File: src/rtl/exclusive_min_n.sv
// N-input exclusive-min with gamma-cycle framing: the first unique rising edge per gamma cycle wins.
// Optional macro EXCLUSIVE_MIN_TIE_BREAK_EN: simultaneous first arrivals fire the lowest index instead of blocking.
module exclusive_min_n #(
  parameter int N_INPUTS          = 4,
  parameter int GAMMA_CYCLE_WIDTH = 16,
  parameter int PULSE_WIDTH       = 8
) (
  input  logic                                 aclk,
  input  logic                                 grst,
  input  logic                                 gamma_start,
  input  logic [N_INPUTS-1:0]                  in_spikes,
  output logic                                 q,
  output logic                                 win_valid,
  output logic [$clog2(N_INPUTS)-1:0]          win_idx,
  output logic [$clog2(GAMMA_CYCLE_WIDTH)-1:0] t_win,
  output logic                                 tie
);

  localparam int IDX_W  = $clog2(N_INPUTS);
  localparam int SLOT_W = $clog2(GAMMA_CYCLE_WIDTH);
  localparam int PC_W   = $clog2(PULSE_WIDTH + 1);

  localparam logic [2:0] IDLE    = 3'd0;
  localparam logic [2:0] ARMED   = 3'd1;
  localparam logic [2:0] FIRE    = 3'd2;
  localparam logic [2:0] HOLD    = 3'd3;
  localparam logic [2:0] BLOCKED = 3'd4;

  logic [2:0]          state, state_n, cur;
  logic [SLOT_W-1:0]   cnt, slot;
  logic [N_INPUTS-1:0] prev, rise;
  logic [PC_W-1:0]     pcnt, pcnt_n;
  logic                last_slot, multi;
  logic [IDX_W-1:0]    low_idx, idx_n;
  logic [SLOT_W-1:0]   tw_n;
  logic                q_n, wv_n, tie_n;

  assign slot      = gamma_start ? '0 : cnt;
  assign last_slot = (slot == SLOT_W'(GAMMA_CYCLE_WIDTH - 1));
  assign rise      = in_spikes & ~prev;
  assign multi     = (rise & (rise - N_INPUTS'(1))) != '0;

  always_comb begin
    low_idx = '0;
    for (int i = N_INPUTS - 1; i >= 0; i--) begin
      if (rise[i]) low_idx = IDX_W'(i);
    end
  end

  always_comb begin
    cur    = state;
    q_n    = q;
    wv_n   = win_valid;
    tie_n  = tie;
    idx_n  = win_idx;
    tw_n   = t_win;
    pcnt_n = pcnt;
    // A new gamma cycle clears the old result and evaluates this cycle as slot 0 of ARMED.
    if (gamma_start) begin
      cur   = ARMED;
      q_n   = 1'b0;
      wv_n  = 1'b0;
      tie_n = 1'b0;
    end
    state_n = cur;
    if (cur != IDLE && last_slot) begin
      state_n = ARMED;
      q_n     = 1'b0;
      wv_n    = 1'b0;
      tie_n   = 1'b0;
    end else begin
      case (cur)
        ARMED: begin
          if (rise != '0) begin
`ifdef EXCLUSIVE_MIN_TIE_BREAK_EN
            state_n = FIRE;
            q_n     = 1'b1;
            wv_n    = 1'b1;
            tie_n   = multi;
            idx_n   = low_idx;
            tw_n    = slot;
            pcnt_n  = PC_W'(PULSE_WIDTH - 1);
`else
            if (multi) begin
              state_n = BLOCKED;
              tie_n   = 1'b1;
            end else begin
              state_n = FIRE;
              q_n     = 1'b1;
              wv_n    = 1'b1;
              idx_n   = low_idx;
              tw_n    = slot;
              pcnt_n  = PC_W'(PULSE_WIDTH - 1);
            end
`endif
          end
        end
        FIRE: begin
          if (pcnt == '0) begin
            q_n     = 1'b0;
            state_n = HOLD;
          end else begin
            pcnt_n = pcnt - PC_W'(1);
          end
        end
        default: state_n = cur;
      endcase
    end
  end

  always_ff @(posedge aclk) begin
    if (grst) begin
      state     <= IDLE;
      cnt       <= '0;
      prev      <= '0;
      pcnt      <= '0;
      q         <= 1'b0;
      win_valid <= 1'b0;
      tie       <= 1'b0;
      win_idx   <= '0;
      t_win     <= '0;
    end else begin
      state     <= state_n;
      cnt       <= last_slot ? '0 : slot + SLOT_W'(1);
      prev      <= in_spikes;
      pcnt      <= pcnt_n;
      q         <= q_n;
      win_valid <= wv_n;
      tie       <= tie_n;
      win_idx   <= idx_n;
      t_win     <= tw_n;
    end
  end

endmodule

File: config.mk
export PLATFORM = sky130hd
export DESIGN_NAME = exclusive_min_n
export DESIGN_NICKNAME = d
export VERILOG_FILES = /design/src/rtl/exclusive_min_n.sv
export SDC_FILE = /design/constraint.sdc
export NUM_CORES = 1
export LEC_CHECK = 0
export BUFFER_PORTS_ARGS = -buffer_cell sky130_fd_sc_hd__buf_2
export CAP_MARGIN = 20
export CORE_UTILIZATION = 50
export DETAILED_ROUTE_END_ITERATION = 10
export PLACE_DENSITY = 0.81
export SLEW_MARGIN = 20
export SYNTH_ARGS = -nofsm -noshare
export SYNTH_HDL_FRONTEND = slang
export SYNTH_SLANG_ARGS = --single-unit
File: constraint.sdc
create_clock -name aclk -period 2.1 [get_ports aclk]
set_input_delay 0.42 -clock aclk [delete_from_list [all_inputs] [get_ports aclk]]
set_output_delay 0.42 -clock aclk [all_outputs]
set_load 0.005 [all_outputs]
==> key figures, run 1 <==
Status
  – Outcome: finished clean

Final layout
  – Area of the multi-input gates: 669.4 um2
  – Fill cells: 204
  – Layout Nets: 165
  – Fin area: 0.001376 mm2
  – Share of post-route cells with drive strength above 1: 0.2065
  – Final design utilization: 0.6222
  – Post-route insts no fill: 183
  – Storage cell area: 480.5 um2
  – N_diodes: 0
  – Area delta synth->final: 17.90%

Routing
  – Vias per cell: 5.984
  – DR WL/cell: 14.06 um
  – Antenna Violating Nets Remaining: 0
  – Vias: 1095
  – Initial DRC count: 19
  – Routed wire length: 2573 um
  – Drt pass-1 iters: 4
  – Post-route DRC: 0

Power and ir drop
  – Design Power: 1.038 mW
  – VDD IR-drop max: 0.5427 mV
  – Leakage: 0.5620 nW
  – PD cells: 753.9 mW/mm2

Setup path
  – WP buf/inv: 0
  – CP arrival: 2.20 ns
  – CP peak stage delay: 0.38 ns
  – WP data required: 2.37 ns
  – CP Class: reg2reg
  – Critical path cell sequence: nor2b_1 -> ha_1 -> and4b_1 -> o31a_1 -> nor2_1 -> a211o_1 -> mux2i_1
  – CP endpoint kind: flop
  – Worst Path Max Fanout: 8
  – CP Launch Point: cnt[0]
  – Worst reg2reg path startpoint: cnt[0]
  – Crit path max-delay family: simple AND/OR/NAND/NOR gates
  – Startpoint Class: flop
  – Worst path slowest cell: dfxtp_1

Yosys
  – Synth Register Bits: 24
  – Post-Syn Nets: 141
  – Mapped Area: 0.001167 mm2
  – Synth area leaders: dfxtp_1, a21oi_1, nor2b_1
  – Synth Flop Type: dfxtp_1
  – YS warnings: 0
  – Async S/R FF share, synth: 0
  – Synth area leader: dfxtp_1
  – Most numerous cell in the Yosys netlist: dfxtp_1
  – Part of the Yosys area used for sequential elements: 0.4116
  – Top-area cell type share of the netlist area: 0.4116
  – Post-synth top cells: dfxtp_1, a21oi_1, nand2_1, nor2b_1, nand2b_1
  – EDFF count, synth: 0
  – Post-Syn Area per Cell: 8.844 um2
  – Netlist cell types: 40
  – Syn Inst Count: 132

Clock tree
  – Inserted Clock Buffers: 3
  – Cts hold-fix bufs: 0
  – H-tree depth: 1
  – Clock latency at the later pin of the worst-skew pair: 0.33 ns
  – Clock Tree Root: clkbuf_4
  – Clock Pin Slew Worst Setup and Hold Paths: 0.14 ns
  – CTS sink count: 24
  – CTS Buffer Depth: 2
  – CTS tree: yes

Global route
  – Vias in the first global route: 1025
  – Initial antenna violation count: 0
  – Total Routing Usage GR: 0.2306
  – Total gr overflow: 0
  – First-pass GRT wire length: 4457 um
  – Pin count of the biggest net entering global routing: 21

Die
  – CORE AREA: 0.002212 mm2
  – # IOs: 16
  – Initial Util: 0.5277
  – Die area: 0.002532 mm2
  – Die Width: 50.32 um
  – Die Ht: 50.32 um
  – Row cnt: 17

Worst hold path
  – Hold Path Class: in2reg
  – Hold Path Origin: in_spikes[1]

STA
  – Max-slew headroom: 0.6572
  – Sum Neg Setup Slack: 0 ns
  – Post-layout min period: 1.926 ns
  – Worst-Margin Slew: 0.5123 ns
  – RSZ-0062 raised after global routing: false
  – Maximum achievable frequency: 519.1 MHz
  – Final setup viols: 0
  – Slew Limit Fails: 0
  – Fin crit share: 0.9173
  – Setup WS post-layout: 0.1737 ns
  – Final Hold Viols: 0
  – Worst Clk Skew: 0.01711 ns
  – Fin Hold WS: 0.3105 ns

Placement
  – Placed Cells: 179
  – Dpl ws: 0.003187 ns
  – Placed Area: 0.001319 mm2
  – Final HPWL DP: 1970 um
  – Input/output buffers: 15
  – Final GP Congestion: 0.8396

Flow run
  – Max cap viols: 0
final timing paths:
path	endpoint	slack (ns)	cells past startpoint
setup / recovery	pcnt[3]	0.17	7
hold / removal	prev[1]	0.31	2
setup reg to reg	pcnt[3]	0.17	7
hold reg to reg	tie	0.48	2
cells by family after synthesis:
group / Yosys count / synth area share
AND/OR/NAND/NOR: 56 / 0.2862
AO/OA/AOI/OAI: 40 / 0.2283
flip-flops: 24 / 0.4116
buffers and inverters: 6 / 0.01929
adder cells (fa/ha/maj): 3 / 0.03108
XOR/XNOR: 2 / 0.01501
multiplexers: 1 / 0.008575
sequential cells by signal (all words and copies together), names as in the netlist:
| register | flops |
|---|---|
| win_idx | 2 |
| win_valid | 1 |
| state | 3 |
| pcnt | 4 |
| prev | 4 |
| q | 1 |
| tie | 1 |
| t_win | 4 |
| cnt | 4 |
area by class of cell:
cell class / count / area share
Tap cell: 28 / 0.02545
Inverter: 3 / 0.008182
Sequential cell: 24 / 0.3491
Timing Repair Buffer: 22 / 0.09273
Clock buffer: 3 / 0.01636
Clock inverter: 1 / 0.02182
Multi-Input combinational cell: 102 / 0.4864
power by group:
| group | switching, mW | internal (mW) |
|---|---|---|
| sequential | 0.0247 | 0.485 |
| clock | 0.147 | 0.193 |
| combinational | 0.106 | 0.0820 |
| total | 0.277 | 0.760 |
layout by cell type, fill, tap and decap left out, types with 2 or more instances in the layout:
master and instances:
a21oi_1 13, nand4b_1 2, nand4_1 3, xnor2_1 2, dfxtp_1 24, clkbuf_4 3
buf_4 7, nand2b_1 8, nor2_1 6, nor3_1 4, buf_2 15, o21ai_0 5
inv_1 3, nand3_1 3, a31oi_1 4, o221a_1 2, o21ai_1 2, nor4_1 2
nor2b_1 10, ha_1 2, o31ai_1 2, nand2_1 10, nor3b_1 2
per-layer routing:
metal | vias up | routed length, um | GRT usage
met2 | 28 | 1275 | 0.4000
met4 | 0 | 51 | 0.1019
li1 | 542 | - | -
met1 | 521 | 1162 | 0.2820
met5 | - | 0 | 0
met3 | 4 | 84 | 0.03030
timing repair:
action	CTS	global route
resized for setup	0	1
endpoints found under the setup margin	0	1
setup buffers	0	0
Note: power is estimated with default switching activity, not from simulation.
==> inputs of run 2 (changes only) <==
--- a/config.mk
+++ b/config.mk
@@ -9,7 +9,7 @@
 export CAP_MARGIN = 20
 export CORE_UTILIZATION = 50
 export DETAILED_ROUTE_END_ITERATION = 10
-export PLACE_DENSITY = 0.81
+export PLACE_DENSITY_LB_ADDON = 0.3
 export SLEW_MARGIN = 20
 export SYNTH_ARGS = -nofsm -noshare
 export SYNTH_HDL_FRONTEND = slang
==> key figures, run 2 (synthesis gave the netlist of run 1 again) <==
Placement
  – Final HPWL DP: 1785 um
  – Final GP Congestion: 0.7981
  – Input/output buffers: 15
  – Placed Area: 0.001326 mm2
  – Placed Cells: 180

Global route
  – Met3 GRT Util: 0.02727
  – Initial antenna violation count: 0
  – M1 GR Usage: 0.2351
  – GR peak layer: met2
  – Pin count of the biggest net entering global routing: 21
  – Total gr overflow: 0
  – Total Routing Usage GR: 0.2020
  – Vias in the first global route: 921
  – First-pass GRT wire length: 3843 um
  – GRT met2 Usage: 0.3667

STA
  – Worst Clk Skew: 0.003970 ns
  – Post-layout min period: 1.893 ns
  – Fin crit share: 0.9013
  – Maximum achievable frequency: 528.3 MHz
  – Slew Limit Fails: 0
  – Final setup viols: 0
  – Final Hold Viols: 0
  – Worst-Margin Slew: 0.5210 ns
  – Sum Neg Setup Slack: 0 ns
  – Max-slew headroom: 0.6497
  – RSZ-0062 raised after global routing: false

Routing
  – Initial DRC count: 22
  – Antenna Violating Nets Remaining: 0
  – Vias per cell: 5.870
  – Drt pass-1 iters: 4
  – Vias: 1080
  – Post-route DRC: 0
  – Routed wire length: 2407 um
  – DR WL/cell: 13.08 um

Final layout
  – N_diodes: 0
  – Most frequent cells in the layout: dfxtp_1, buf_2, a21oi_1, nor2b_1, nand2_1
  – Most common cell after layout, fill and taps aside: dfxtp_1
  – Area delta synth->final: 18.11%
  – Post-route insts no fill: 184
  – Fin area: 0.001379 mm2
  – Share of post-route cells with drive strength above 1: 0.2051
  – Layout Nets: 166
  – Fill cells: 211

Die
  – CORE AREA: 0.002212 mm2
  – Row cnt: 17
  – Initial Util: 0.5277
  – Die Ht: 50.32 um
  – Die Width: 50.32 um
  – # IOs: 16
  – Die area: 0.002532 mm2

Clock tree
  – Clock Tree Root: clkbuf_4
  – H-tree depth: 1
  – Cts hold-fix bufs: 0
  – Inserted Clock Buffers: 3
  – Clock latency at the later pin of the worst-skew pair: 0.32 ns
  – CTS sink count: 24
  – Clock Pin Slew Worst Setup and Hold Paths: 0.13 ns
  – CTS tree: yes
  – Post_cts resized: 0
  – CTS Buffer Depth: 2
  – Post CTS Setup Buffer Count: 0

Power and ir drop
  – PD cells: 747.0 mW/mm2
  – Internal: 0.7599 mW
  – Leakage: 0.5714 nW
  – Clock network fraction of design power: 0.328
  – Sequential Power Share: 0.494
  – Combinational Power Share: 0.178
  – VDD IR-drop max: 0.3922 mV
  – Sw Ratio: 0.2622
  – Design Power: 1.030 mW
  – P_sw: 0.2701 mW

Setup path
  – Critical path depth in cells: 7
  – Worst path slowest cell: or4_1
  – CP Class: reg2reg
  – Startpoint Class: flop
  – R2R setup slack: 0.21 ns
  – Worst Path Max Fanout: 4
  – Worst reg2reg path startpoint: cnt[0]
  – CP peak stage delay: 0.43 ns
  – CP arrival: 2.15 ns
  – WP data required: 2.36 ns
  – Reg2Reg Capture Point: pcnt[2]
  – Critical path cell sequence: nor2b_1 -> ha_1 -> and4b_1 -> o31ai_1 -> nand2_1 -> or4_1 -> a31oi_1
  – CP endpoint kind: flop
  – WP buf/inv: 0
  – Reg2reg path depth: 7
  – Crit path max-delay family: simple AND/OR/NAND/NOR gates

Worst hold path
  – WHS Path Cells: 2
  – Hold Path Class: in2reg
  – Hold Path Origin: in_spikes[2]
  – Hold path endpoint: prev[2]

Status
  – Outcome: finished clean

Flow run
  – Max cap viols: 0
==> run 2: area by class of cell <==
type,instances,area (um2),area share
clock buffer,3,22.52,0.01633
clock inverter,1,30.03,0.02178
inverter,3,11.26,0.008167
multi-input combinational,102,664.4,0.4819
sequential,24,480.5,0.3485
tap,28,35.03,0.02541
timing repair buffer,23,135.1,0.09800
==> run 2: worst max path at each step <==
stage / from / endpoint / slack [ns]
CTS: cnt[0] / pcnt[2] / 0.24
global placement: in_spikes[0] / pcnt[2] / 0.09
detailed placement: in_spikes[0] / pcnt[2] / 0.03
global route: cnt[0] / t_win[0] / 0.11
floorplan: gamma_start / pcnt[2] / 0.01
finish: cnt[0] / pcnt[2] / 0.21
==> run 2: power by group through the flow <==
stage / Combinational, mW / Sequential (mW) / Clock, mW
after global routing: 0.205 / 0.514 / 0.352
final: 0.184 / 0.509 / 0.338
after detailed placement: 0.183 / 0.519 / 0
after floorplan: 0.130 / 0.515 / 0
after global placement: 0.177 / 0.517 / 0
after CTS: 0.184 / 0.509 / 0.341
==> run 2: routing by layer <==
metal  vias to the layer above  wire [um]
met5                         -          0
met3                         4         94
li1                        539          -
met1                       511       1090
met2                        26       1189
met4                         0         32
==> run 2: through the flow <==
step                      hold slack, ns    util  worst slack [ns]
after floorplan                   0.4622       -           0.01202
after global placement            0.4555  0.5995           0.08988
after detailed placement          0.4625  0.5995           0.03031
after CTS                         0.3316  0.6233            0.2402
after global routing              0.3405  0.6233            0.1058
final                             0.3278  0.6233            0.2073
==> inputs of run 3 (changes only) <==
--- a/config.mk
+++ b/config.mk
@@ -7,9 +7,10 @@
 export LEC_CHECK = 0
 export BUFFER_PORTS_ARGS = -buffer_cell sky130_fd_sc_hd__buf_2
 export CAP_MARGIN = 20
-export CORE_UTILIZATION = 50
+export CORE_UTILIZATION = 45
 export DETAILED_ROUTE_END_ITERATION = 10
 export PLACE_DENSITY_LB_ADDON = 0.3
+export SETUP_SLACK_MARGIN = 0.5
 export SLEW_MARGIN = 20
 export SYNTH_ARGS = -nofsm -noshare
 export SYNTH_HDL_FRONTEND = slang
==> key figures, run 3 (synthesis gave the netlist of run 1 again) <==
Placement
  – Final GP Congestion: 0.8150
  – Placed Cells: 177
  – Input/output buffers: 15
  – Final HPWL DP: 1915 um
  – Placed Area: 0.001341 mm2

Global route
  – Total gr overflow: 0
  – Total Routing Usage GR: 0.2112
  – Pin count of the biggest net entering global routing: 21
  – Initial antenna violation count: 0
  – Vias in the first global route: 991
  – First-pass GRT wire length: 4305 um

STA
  – Worst-Margin Slew: 0.3915 ns
  – Final Hold Viols: 0
  – Fin crit share: 0.8319
  – Sum Neg Setup Slack: 0 ns
  – Worst Clk Skew: 0.0008220 ns
  – Maximum achievable frequency: 572.4 MHz
  – Post-layout min period: 1.747 ns
  – RSZ-0062 raised after global routing: true
  – Slew Limit Fails: 0
  – Max-slew headroom: 0.7370
  – Fin Hold WS: 0.3335 ns
  – Final setup viols: 0

Die
  – CORE AREA: 0.002455 mm2
  – Die Width: 52.93 um
  – Die Ht: 52.93 um
  – Row cnt: 18
  – Die area: 0.002802 mm2
  – Initial Util: 0.4755
  – # IOs: 16

Final layout
  – Layout Nets: 173
  – Fill cells: 221
  – Most common cell after layout, fill and taps aside: dfxtp_1
  – Most frequent cells in the layout: dfxtp_1, buf_2, buf_4, a21oi_1, nand2_1
  – Share of post-route cells with drive strength above 1: 0.3889
  – Fin area: 0.001528 mm2
  – Post-route insts no fill: 192
  – N_diodes: 0
  – Area delta synth->final: 30.87%

Flow run
  – Max cap viols: 0

Worst hold path
  – Hold path endpoint: prev[0]
  – WHS Path Cells: 2
  – Hold Path Origin: in_spikes[0]
  – Hold Path Class: in2reg

Clock tree
  – Inserted Clock Buffers: 3
  – CTS sink count: 24
  – Cts hold-fix bufs: 0
  – CTS tree: yes
  – Clock latency at the later pin of the worst-skew pair: 0.32 ns
  – H-tree depth: 1
  – CTS Buffer Depth: 2
  – Clock Pin Slew Worst Setup and Hold Paths: 0.13 ns
  – Clock Tree Root: clkbuf_4

Setup path
  – WP data required: 2.35 ns
  – CP arrival: 1.99 ns
  – CP endpoint kind: flop
  – Worst Path Max Fanout: 7
  – Reg2reg path depth: 7
  – Worst reg2reg path startpoint: cnt[0]
  – CP Class: reg2reg
  – R2R setup slack: 0.35 ns
  – Reg2Reg Capture Point: pcnt[2]
  – Startpoint Class: flop

Routing
  – Drt pass-1 iters: 4
  – Vias per cell: 5.760
  – DR WL/cell: 14.35 um
  – Initial DRC count: 27
  – Vias: 1106
  – Post-route DRC: 0
  – Antenna Violating Nets Remaining: 0
  – Routed wire length: 2756 um

Power and ir drop
  – PD cells: 621.6 mW/mm2
  – Design Power: 0.9496 mW
  – VDD IR-drop max: 0.5296 mV
  – Leakage: 0.6134 nW

Status
  – Outcome: finished clean
[run 3: cell count changes in the layout (fill, tap and decap cells not counted), sizes merged]
| cell | previous run | this run |
|---|---|---|
| buf | 23 | 30 |
| bufinv | 1 | 0 |
[run 3: cell type report]
cell class,count,area [um2],area share
inverter,3,11.26,0.007371
multi-input combinational,102,769.5,0.5037
clock buffer,3,22.52,0.01474
tap,30,37.54,0.02457
sequential,24,491.7,0.3219
timing repair buffer,30,195.2,0.1278
[run 3: what timing repair did]
| item | 4_1_cts | 5_1_grt |
|---|---|---|
| buffers inserted | 9 | 3 |
| resized for setup | 10 | 12 |
| setup endpoints to repair | 13 | 12 |
| pin swaps | 8 | 4 |
| endpoints found under the hold margin | 0 | 0 |
[run 3: worst max-delay path by stage]
stage	slack [ns]	end	cells past startpoint	from
final	0.35	pcnt[2]	7	cnt[0]
after global routing	0.30	pcnt[2]	6	pcnt[0]
after CTS	0.35	pcnt[2]	5	prev[0]
after detailed placement	0.06	q	6	in_spikes[1]
after global placement	0.13	pcnt[3]	8	gamma_start
after floorplan	0.29	pcnt[3]	8	gamma_start
[run 3: through the flow]
stage          setup WS (ns)    util
6_report              0.3531  0.6223
5_1_grt               0.3038  0.6223
2_1_floorplan         0.2893       -
3_5_place_dp         0.05548  0.5464
4_1_cts               0.3475  0.5948
3_3_place_gp          0.1307  0.5464
[run 3: critical path: stages, from the launching register on]
cell,delay (ns)
dfxtp_2,0.34
nor2b_4,0.13
ha_4,0.16
and4b_2,0.24
o31ai_4,0.11
nand2_1,0.13
or4_1,0.41
a31oi_1,0.16
[run 3: report_power, final]
| part | switching [mW] | total [mW] | internal, mW |
|---|---|---|---|
| Combinational | 0.121 | 0.231 | 0.110 |
| Sequential | 0.0276 | 0.514 | 0.487 |
| Clock | 0.137 | 0.204 | 0.0673 |
| Total | 0.286 | 0.950 | 0.664 |
[run 3: layer usage]
layer	part of all wire	GRT usage	vias to the layer above
li1	-	-	555
met1	0.47	0.2609	529
met2	0.49	0.3755	19
met3	0.025	0.02586	3
met4	0.012	0.06579	0
met5	0	0	-
